**src/rtl/sync_cmd_scheduler_if.sv**
```systemverilog
// Command request bus between requesters and the sync-line scheduler.
// Requester i owns req_valid[i], req_code[i*FRAME_BITS +: FRAME_BITS] and req_ready[i].
interface sync_cmd_scheduler_if #(
  parameter int unsigned NREQ       = 2,
  parameter int unsigned FRAME_BITS = 4
);

  logic [NREQ-1:0]            req_valid;
  logic [NREQ*FRAME_BITS-1:0] req_code;
  logic [NREQ-1:0]            req_ready;

  modport master (
    output req_valid,
    output req_code,
    input  req_ready
  );

  modport slave (
    input  req_valid,
    input  req_code,
    output req_ready
  );

endinterface

```
**src/rtl/sync_cmd_scheduler.sv**
```systemverilog
// Frame-based scheduler for the serial reset/sync line: arbitrates requesters and a periodic
// sync generator, serialising one code per frame MSB first with idle fill between commands.
module sync_cmd_scheduler #(
  parameter int unsigned           NREQ        = 2,
  parameter int unsigned           FRAME_BITS  = 4,
  parameter logic [FRAME_BITS-1:0] IDLE_CODE   = 4'b1010,
  parameter logic [FRAME_BITS-1:0] SYNC_CODE   = 4'b1110,
  parameter int unsigned           SYNC_PERIOD = 100000000,
  parameter int unsigned           GAP_FRAMES  = 1
) (
  input  logic                     clk,
  input  logic                     rst,
  input  logic                     sync_en,
  sync_cmd_scheduler_if.slave      req,
  output logic                     ser_out,
  output logic                     frame_start,
  output logic                     busy,
  output logic                     sync_overrun,
  output logic [15:0]              cmd_count
);

  localparam int unsigned CntW = (FRAME_BITS > 1) ? $clog2(FRAME_BITS) : 1;
  localparam int unsigned PtrW = (NREQ > 1) ? $clog2(NREQ) : 1;
  localparam int unsigned PerW = (SYNC_PERIOD > 1) ? $clog2(SYNC_PERIOD) : 1;
  localparam int unsigned GapW = 4;

  localparam logic [CntW-1:0] LastBit  = CntW'(FRAME_BITS - 1);
  localparam logic [PtrW-1:0] LastReq  = PtrW'(NREQ - 1);
  localparam logic [PerW-1:0] PerLast  = PerW'(SYNC_PERIOD - 1);
  localparam logic [GapW-1:0] GapStart = GapW'(GAP_FRAMES - 1);

  typedef enum logic [1:0] {
    StIdle,
    StCmd,
    StGap
  } state_e;

  state_e                state_q, state_d;
  logic [GapW-1:0]       gap_cnt_q, gap_cnt_d;
  logic [FRAME_BITS-1:0] shift_q, shift_d;
  logic [CntW-1:0]       bit_cnt_q, bit_cnt_d;
  logic [PtrW-1:0]       rr_ptr_q, rr_ptr_d;
  logic [PerW-1:0]       per_cnt_q, per_cnt_d;
  logic                  pending_q, pending_d;
  logic                  overrun_q, overrun_d;
  logic [15:0]           cmd_count_q, cmd_count_d;

  logic                  load;
  logic                  take_sync;
  logic                  take_req;
  logic                  grant_found;
  logic [PtrW-1:0]       grant_idx;
  logic [FRAME_BITS-1:0] grant_code;

  assign load = (bit_cnt_q == LastBit);

  // Round-robin search starting at rr_ptr_q.
  always_comb begin
    int unsigned     sum;
    logic [PtrW-1:0] idx;
    sum         = 0;
    idx         = '0;
    grant_found = 1'b0;
    grant_idx   = '0;
    for (int unsigned k = 0; k < NREQ; k++) begin
      sum = int'(rr_ptr_q) + k;
      if (sum >= NREQ) begin
        sum = sum - NREQ;
      end
      idx = PtrW'(sum);
      if (!grant_found && req.req_valid[idx]) begin
        grant_found = 1'b1;
        grant_idx   = idx;
      end
    end
  end

  always_comb begin
    grant_code = IDLE_CODE;
    for (int unsigned i = 0; i < NREQ; i++) begin
      if (grant_idx == PtrW'(i)) begin
        grant_code = req.req_code[i*FRAME_BITS +: FRAME_BITS];
      end
    end
  end

  // State register
  always_ff @(posedge clk) begin
    if (rst) begin
      state_q   <= StIdle;
      gap_cnt_q <= '0;
    end else begin
      state_q   <= state_d;
      gap_cnt_q <= gap_cnt_d;
    end
  end

  // Next-state: the frame decision is only taken on the load cycle.
  always_comb begin
    state_d   = state_q;
    gap_cnt_d = gap_cnt_q;
    take_sync = 1'b0;
    take_req  = 1'b0;
    if (load) begin
      if (state_q == StCmd && GAP_FRAMES > 0) begin
        state_d   = StGap;
        gap_cnt_d = GapStart;
      end else if (state_q == StGap && gap_cnt_q != '0) begin
        // Stay in StGap; the frame after the last gap frame falls through to arbitration.
        gap_cnt_d = gap_cnt_q - GapW'(1);
      end else if (pending_q) begin
        take_sync = 1'b1;
        state_d   = StCmd;
      end else if (grant_found) begin
        take_req  = 1'b1;
        state_d   = StCmd;
      end else begin
        state_d   = StIdle;
      end
    end
  end

  // Outputs
  always_comb begin
    ser_out       = shift_q[FRAME_BITS-1];
    frame_start   = (bit_cnt_q == '0);
    busy          = (state_q == StCmd) || (state_q == StGap);
    sync_overrun  = overrun_q;
    cmd_count     = cmd_count_q;
    req.req_ready = '0;
    if (take_req) begin
      for (int unsigned i = 0; i < NREQ; i++) begin
        if (grant_idx == PtrW'(i)) begin
          req.req_ready[i] = 1'b1;
        end
      end
    end
  end

  // Serialiser, arbitration pointer and command counter
  always_comb begin
    bit_cnt_d   = load ? '0 : bit_cnt_q + CntW'(1);
    shift_d     = shift_q << 1;
    rr_ptr_d    = rr_ptr_q;
    cmd_count_d = cmd_count_q;
    if (load) begin
      if (take_sync) begin
        shift_d = SYNC_CODE;
      end else if (take_req) begin
        shift_d = grant_code;
      end else begin
        shift_d = IDLE_CODE;
      end
    end
    if (take_req) begin
      rr_ptr_d = (grant_idx == LastReq) ? '0 : grant_idx + PtrW'(1);
    end
    if (take_sync || take_req) begin
      cmd_count_d = cmd_count_q + 16'd1;
    end
  end

  // Periodic sync generator. A wrap coinciding with consumption re-arms pending without overrun.
  always_comb begin
    per_cnt_d = per_cnt_q;
    pending_d = pending_q && !take_sync;
    overrun_d = overrun_q;
    if (SYNC_PERIOD == 0 || !sync_en) begin
      per_cnt_d = '0;
      pending_d = 1'b0;
    end else if (per_cnt_q == PerLast) begin
      per_cnt_d = '0;
      pending_d = 1'b1;
      if (pending_q && !take_sync) begin
        overrun_d = 1'b1;
      end
    end else begin
      per_cnt_d = per_cnt_q + PerW'(1);
    end
  end

  always_ff @(posedge clk) begin
    if (rst) begin
      shift_q     <= IDLE_CODE;
      bit_cnt_q   <= '0;
      rr_ptr_q    <= '0;
      per_cnt_q   <= '0;
      pending_q   <= 1'b0;
      overrun_q   <= 1'b0;
      cmd_count_q <= '0;
    end else begin
      shift_q     <= shift_d;
      bit_cnt_q   <= bit_cnt_d;
      rr_ptr_q    <= rr_ptr_d;
      per_cnt_q   <= per_cnt_d;
      pending_q   <= pending_d;
      overrun_q   <= overrun_d;
      cmd_count_q <= cmd_count_d;
    end
  end

endmodule

```
**src/flat_wrapper.sv**
```systemverilog
// flat-port wrapper written by rule: the top's interface ports become plain ports
module sync_cmd_scheduler_flat 
#(
  parameter int unsigned           NREQ        = 2,
  parameter int unsigned           FRAME_BITS  = 4,
  parameter logic [FRAME_BITS-1:0] IDLE_CODE   = 4'b1010,
  parameter logic [FRAME_BITS-1:0] SYNC_CODE   = 4'b1110,
  parameter int unsigned           SYNC_PERIOD = 100000000,
  parameter int unsigned           GAP_FRAMES  = 1
)
  (clk, rst, sync_en, ser_out, frame_start, busy, sync_overrun, cmd_count, req_req_valid, req_req_code, req_req_ready);
  sync_cmd_scheduler_if #(.NREQ(NREQ), .FRAME_BITS(FRAME_BITS)) req_i ();
  input  logic clk;
  input  logic rst;
  input  logic sync_en;
  output logic ser_out;
  output logic frame_start;
  output logic busy;
  output logic sync_overrun;
  output logic [15:0] cmd_count;
  input wire logic [$bits(req_i.req_valid)-1:0] req_req_valid;
  input wire logic [$bits(req_i.req_code)-1:0] req_req_code;
  output wire logic [$bits(req_i.req_ready)-1:0] req_req_ready;
  assign req_i.req_valid = req_req_valid;
  assign req_i.req_code = req_req_code;
  assign req_req_ready = req_i.req_ready;
  sync_cmd_scheduler #(.NREQ(NREQ), .FRAME_BITS(FRAME_BITS), .IDLE_CODE(IDLE_CODE), .SYNC_CODE(SYNC_CODE), .SYNC_PERIOD(SYNC_PERIOD), .GAP_FRAMES(GAP_FRAMES)) u_core (.clk(clk), .rst(rst), .sync_en(sync_en), .req(req_i), .ser_out(ser_out), .frame_start(frame_start), .busy(busy), .sync_overrun(sync_overrun), .cmd_count(cmd_count));
endmodule
```
**config.mk**
```make
export PLATFORM = sky130hd
export DESIGN_NAME = sync_cmd_scheduler_flat
export DESIGN_NICKNAME = d
export VERILOG_FILES = /design/src/rtl/sync_cmd_scheduler_if.sv /design/src/rtl/sync_cmd_scheduler.sv /design/src/flat_wrapper.sv
export SDC_FILE = /design/constraint.sdc
export NUM_CORES = 1
export LEC_CHECK = 0
export CELL_PAD_IN_SITES_DETAIL_PLACEMENT = 0
export CELL_PAD_IN_SITES_GLOBAL_PLACEMENT = 1
export CORE_UTILIZATION = 41
export CTS_CLUSTER_SIZE = 12
export DETAILED_ROUTE_END_ITERATION = 16
export PLACE_DENSITY = 0.77
export SYNTH_ARGS = -nofsm -noshare
export SYNTH_HDL_FRONTEND = slang
export SYNTH_SLANG_ARGS = --single-unit
export TNS_END_PERCENT = 100
```
**constraint.sdc**
```tcl
create_clock -name clk -period 2.8 [get_ports clk]
set_input_delay 0.56 -clock clk [delete_from_list [all_inputs] [get_ports clk]]
set_output_delay 0.56 -clock clk [all_outputs]
set_load 0.005 [all_outputs]
```
==> metrics.yaml, run 1 <==
clock_path_buffers: 2
netlist_instances: 319
p_per_area_nw_per_um2: 536
rsz0062_at_grt: "no"
hpwl_mm: 3.84
yosysSeqAreaShare_pct: 42.4
grt_pass1_wl_mm: 9.35
h-tree-depth: 3
n_fill_cell: 622
synth_cell_types: 44
grt_pass1_vias: 2110
holdCritPathClass: "reg -> reg"
worst_pin_slew_ps: 678
maxCapViolations: 0
fin_util_pct: 52.7
io_pins: 35
cts-buffers-inserted: 9
area_growth_pct: 23.0
drc: 0
synth_top_area_share_pct: 42.4
required_ps: 2240
start_util_pct: 42.9
fmax_mhz: 389
dieArea_um2: 7010
end_kind: "output pin"
die_width_um: 83.7
via_per_inst: 5.15
nNetsFinal: 380
yosys_warnings: 0
antennaDiodeCount: 0
insertion_delay_ps: 330
max-slew-margin-rel_pct: 54.4
multi_input_area_um2: 1480
grt_max_degree: 32
cp_max_fo: 4
die_h_um: 83.7
final_cell_area_um2: 3370
outcome: "finished, final reports clean"
synth_area_per_cell_um2: 8.58
clk_pin_slew_ps: 60
crit_arrival_ps: 2010
ff_latch_area_um2: 1160
synth_area_leaders: "dfxtp_1 (42%), xor2_1 (8.0%), nor2_1 (8.0%), xnor2_1 (4.5%), nand4_1 (3.9%)"
min_period_ps: 2570
drtPass1Iterations: 6
cts_tree: "yes"
wire_per_inst_um: 12.5
synth_ff_type: "dfxtp_1"
place_congestion: 0.774
grt_antenna_before_repair: 0
drt_wl_total_mm: 5.49
via_count: 2265
finalPower_mw: 1.81
rows: 29
drt-initial-drc-count: 106
syn_nets: 340
cts-root-buf: "clkbuf_8"
gr-total-overflow: 0
synthArstFlopShare_pct: 0
grt_usage_pct: 16.5
p_leak_nw: 1.17
coreArea_um2: 6390
fin_hold_ws_ps: 450
cp-start-kind: "flop"
peakVddDrop_mv: 0.298
place_area_um2: 3150
ant_nets: 0
fin_setup_tns_ps: 0
final_layout_size_suffix_gt1_share_pct: 8.82
finalCritPeriodShare_pct: 91.8
synth_seq_cells: 58
synthesis.area_um2: 2740
yosys-top-cells-count: "dfxtp_1 (58), nor2_1 (58), xor2_1 (25), nand2_1 (22)"
worstSetupPathType: "reg -> out"
setup_viol: 0
fin_skew_ps: 7.48
final_max_slew_viol_count: 0
cts.sink_count: 58
synth-edff-count: 0
hold_viol: 0
ctsHoldBuffers: 0
port_buffers: 34
synth_top_area_cell: "dfxtp_1"
## sequential cells by signal, summed over array words and instances, names as in the netlist
register,count
u_core.pending_q,1
u_core.sync_overrun,1
u_core.per_cnt_q,27
u_core.rr_ptr_q,1
u_core.state_q,2
u_core.bit_cnt_q,2
u_core.gap_cnt_q,4
u_core.shift_q,4
u_core.cmd_count,16
## layout by cell type, fill, tap and decap left out, types with 3 or more instances in the layout
cell type,Yosys,final
nor2_1,58,58
dfxtp_1,58,58
clkdlybuf4s50_1,0,32
xor2_1,25,25
nand2_1,22,22
nand3_1,17,17
nand4_1,17,17
inv_1,15,14
xnor2_1,14,14
a21oi_1,12,12
clkbuf_8,0,12
nor4_1,8,8
nor3_1,7,7
ha_1,8,7
buf_4,1,5
nand2b_1,5,4
o21ai_0,3,3
a2bb2oi_1,3,3
and3_1,3,3
## area by class of cell
cell class	count	share of cell area [%]
Clock inverter	2	1.04
Clock buffer	13	5.01
Sequential cell	58	34.5
Multi-Input combinational cell	236	43.8
Inverter	15	1.67
Tap cell	77	2.86
Timing Repair Buffer	39	11.1
## path summary, 6_finish.rpt
path / startpoint / endpoint / slack, ps / cells past startpoint
worst max register to register: u_core.gap_cnt_q[1] / u_core.cmd_count[11] / 600 / 8
worst max-delay path: u_core.gap_cnt_q[1] / req_req_ready[0] / 230 / 7
worst min-delay path: u_core.per_cnt_q[0] / u_core.per_cnt_q[0] / 450 / 1
worst min register to register: u_core.per_cnt_q[0] / u_core.per_cnt_q[0] / 450 / 1
## cell families (layout without fill, tap and decap cells)
family | count (synthesis) | after routing | share of synthesized area [%]
xor gates and xnor gates | 39 | 39 | 12.5
and+or+nand+nor | 155 | 155 | 28.1
buffers and inverters | 25 | 69 | 3.98
AOI/OAI and AO/OA | 32 | 32 | 8.64
muxes | 2 | 2 | 0.731
DFF | 58 | 58 | 42.4
adders and majority gates | 8 | 8 | 3.66
## repair_timing
action	CTS	global route
resized for setup	6	0
endpoints found under the setup margin	2	0
setup buffers	1	0
## stage by stage
stage | setup WS [ps] | cells
2_1_floorplan | 653 | 319
6_report | 230 | 440
3_5_place_dp | 206 | 424
3_3_place_gp | 245 | 424
5_1_grt | 94.9 | 440
4_1_cts | 209 | 440
## routing by layer
| metal | global-route usage, % | up-vias | part of all wire, % |
|---|---|---|---|
| li1 | - | 1167 | - |
| met1 | 20.0 | 1065 | 49 |
| met2 | 28.0 | 25 | 47 |
| met3 | 3.36 | 8 | 2.5 |
| met4 | 7.86 | 0 | 1.2 |
| met5 | 0 | - | 0 |
## power breakdown
part	switching (mW)	internal, mW	total [mW]
Combinational	0.0749	0.0746	0.149
Sequential	0.0145	0.844	0.859
Clock	0.318	0.478	0.797
## worst max-delay path: stages, from the launching register on
cell,delay [ps]
dfxtp_1,340
inv_1,80
ha_1,130
or3b_1,360
a21o_1,180
or2_4,240
nor2_1,110
dlygate4sd2_1,240
Note: power is estimated with default switching activity, not from simulation.
==> inputs of run 2 (changes only) <==
--- a/config.mk
+++ b/config.mk
@@ -6,11 +6,11 @@
 export NUM_CORES = 1
 export LEC_CHECK = 0
 export CELL_PAD_IN_SITES_DETAIL_PLACEMENT = 0
-export CELL_PAD_IN_SITES_GLOBAL_PLACEMENT = 1
-export CORE_UTILIZATION = 41
+export CELL_PAD_IN_SITES_GLOBAL_PLACEMENT = 2
+export CORE_UTILIZATION = 33
 export CTS_CLUSTER_SIZE = 12
 export DETAILED_ROUTE_END_ITERATION = 16
-export PLACE_DENSITY = 0.77
+export PLACE_DENSITY = 0.78
 export SYNTH_ARGS = -nofsm -noshare
 export SYNTH_HDL_FRONTEND = slang
 export SYNTH_SLANG_ARGS = --single-unit
==> run 2 against run 1 <==
- final cell count rose by 6.4%
- core utilization fell by 9.2 points
- non-clock buffer count rose by 2
- via count fell by 1.5%
- largest cell class unchanged
==> metrics.yaml, run 2 (synthesized netlist as in run 1, its figures left out) <==
grt_pass1_vias: 2105
grt_antenna_before_repair: 0
finalPower_mw: 1.89
startpoint: "u_core.gap_cnt_q[1]"
port_buffers: 34
drt_wl_total_mm: 5.86
maxCapViolations: 0
io_pins: 35
gr-total-overflow: 0
antennaDiodeCount: 0
fin_skew_ps: 8.37
slowest_delay_ps: 360
grt_usage_pct: 14.4
cp-start-kind: "flop"
place_congestion: 0.775
hp-start: "u_core.per_cnt_q[0]"
cts-buffers-inserted: 9
via_per_inst: 4.76
setup_viol: 0
grt_max_degree: 32
p_per_area_nw_per_um2: 550
drtPass1Iterations: 4
p_leak_nw: 1.18
clk_pin_slew_ps: 70
fin_setup_tns_ps: 0
start_util_pct: 34.7
min_to: "u_core.per_cnt_q[0]"
hold_depth: 1
crit_arrival_ps: 2010
drt-initial-drc-count: 40
worst_path_max_delay_cell: "or3b_1"
min_period_ps: 2570
cts_tree: "yes"
rr_worst_depth: 8
ctsHoldBuffers: 0
die_width_um: 93.1
hpwl_mm: 4.12
nNetsFinal: 382
drc: 0
r2r-start: "u_core.gap_cnt_q[1]"
clock_path_buffers: 2
required_ps: 2240
worstSetupPathType: "reg -> out"
r2r-end: "u_core.cmd_count[15]"
insertion_delay_ps: 340
h-tree-depth: 3
finalCritPeriodShare_pct: 91.8
rows: 32
fmax_mhz: 389
largest_register: "u_core.per_cnt_q"
worst_pin_slew_ps: 655
cts.sink_count: 58
rsz0062_at_grt: "no"
final_layout_size_suffix_gt1_share_pct: 9.56
n_fill_cell: 814
largest_reg_flops: 27
cts-root-buf: "clkbuf_8"
outcome: "finished, final reports clean"
coreArea_um2: 7890
via_count: 2230
dieArea_um2: 8660
cp_max_fo: 4
wire_per_inst_um: 12.5
holdCritPathClass: "reg -> reg"
hold_viol: 0
ff_latch_area_um2: 1160
multi_input_area_um2: 1470
end_kind: "output pin"
layout_commonest_cell: "nor2_1"
layout_common_cells: "nor2_1 (58), dfxtp_1 (57), clkdlybuf4s50_1 (32)"
die_h_um: 93.1
critical_path.cell_chain: "inv_1, ha_1, or3b_1, a21o_1, or2_4, nor2_1, dlygate4sd2_1"
max-slew-margin-rel_pct: 55.9
final_max_slew_viol_count: 0
peakVddDrop_mv: 0.290
grt_pass1_wl_mm: 9.75
rrSetupSlack_ps: 620
fin_hold_ws_ps: 458
ant_nets: 0
area_growth_pct: 25.5
run 2: layout make-up:
class | instances | share of cell area (%)
multi-input cells | 236 | 42.8
flip-flops and latches | 58 | 33.8
repair buffers | 41 | 11.4
clock buffers | 10 | 4.01
well taps | 102 | 3.72
clock inverters | 6 | 2.62
inverters | 15 | 1.64
run 2: metal layers:
| layer | routed length (µm) | global-route usage (%) |
|---|---|---|
| met1 | 2870 | 17.8 |
| met2 | 2740 | 23.4 |
| met3 | 165 | 4.15 |
| met4 | 82 | 6.15 |
| met5 | 0 | 0 |
run 2: report_power, final:
group	switching [mW]	leakage, nW	internal, mW
combinational	0.0763	0.601	0.0764
clock	0.350	0.112	0.526
sequential	0.0142	0.470	0.844
total	0.441	1.18	1.45
run 2: what timing repair did:
item | 4_1_cts | 5_1_grt
buffers inserted | 2 | 0
resized for setup | 5 | 0
setup endpoints to repair | 2 | 0
run 2: critical path, delay by kind of cell (launching register included):
family	cells	cell delay, ps
DFF	1	330
and+or+nand+nor	3	710
AOI/OAI and AO/OA	1	190
adders and majority gates	1	130
buffers and inverters	2	320
run 2: worst max-delay path by stage:
stage | endpoint | slack, ps
5_1_grt | req_req_ready[1] | 110
6_report | req_req_ready[1] | 230
4_1_cts | req_req_ready[1] | 190
3_5_place_dp | req_req_ready[1] | 200
3_3_place_gp | req_req_ready[1] | 230
2_1_floorplan | req_req_ready[0] | 650
run 2: stage by stage:
| stage | area, µm² | setup slack (ps) | cells | util, % |
|---|---|---|---|---|
| finish | 3430 | 231 | 468 | 43.5 |
| global route | 3430 | 110 | 468 | 43.5 |
| CTS | 3430 | 194 | 468 | 43.5 |
| detailed placement | 3190 | 201 | 450 | 40.5 |
| global placement | 3190 | 229 | 450 | 40.5 |
| floorplan | 2740 | 653 | 319 | - |
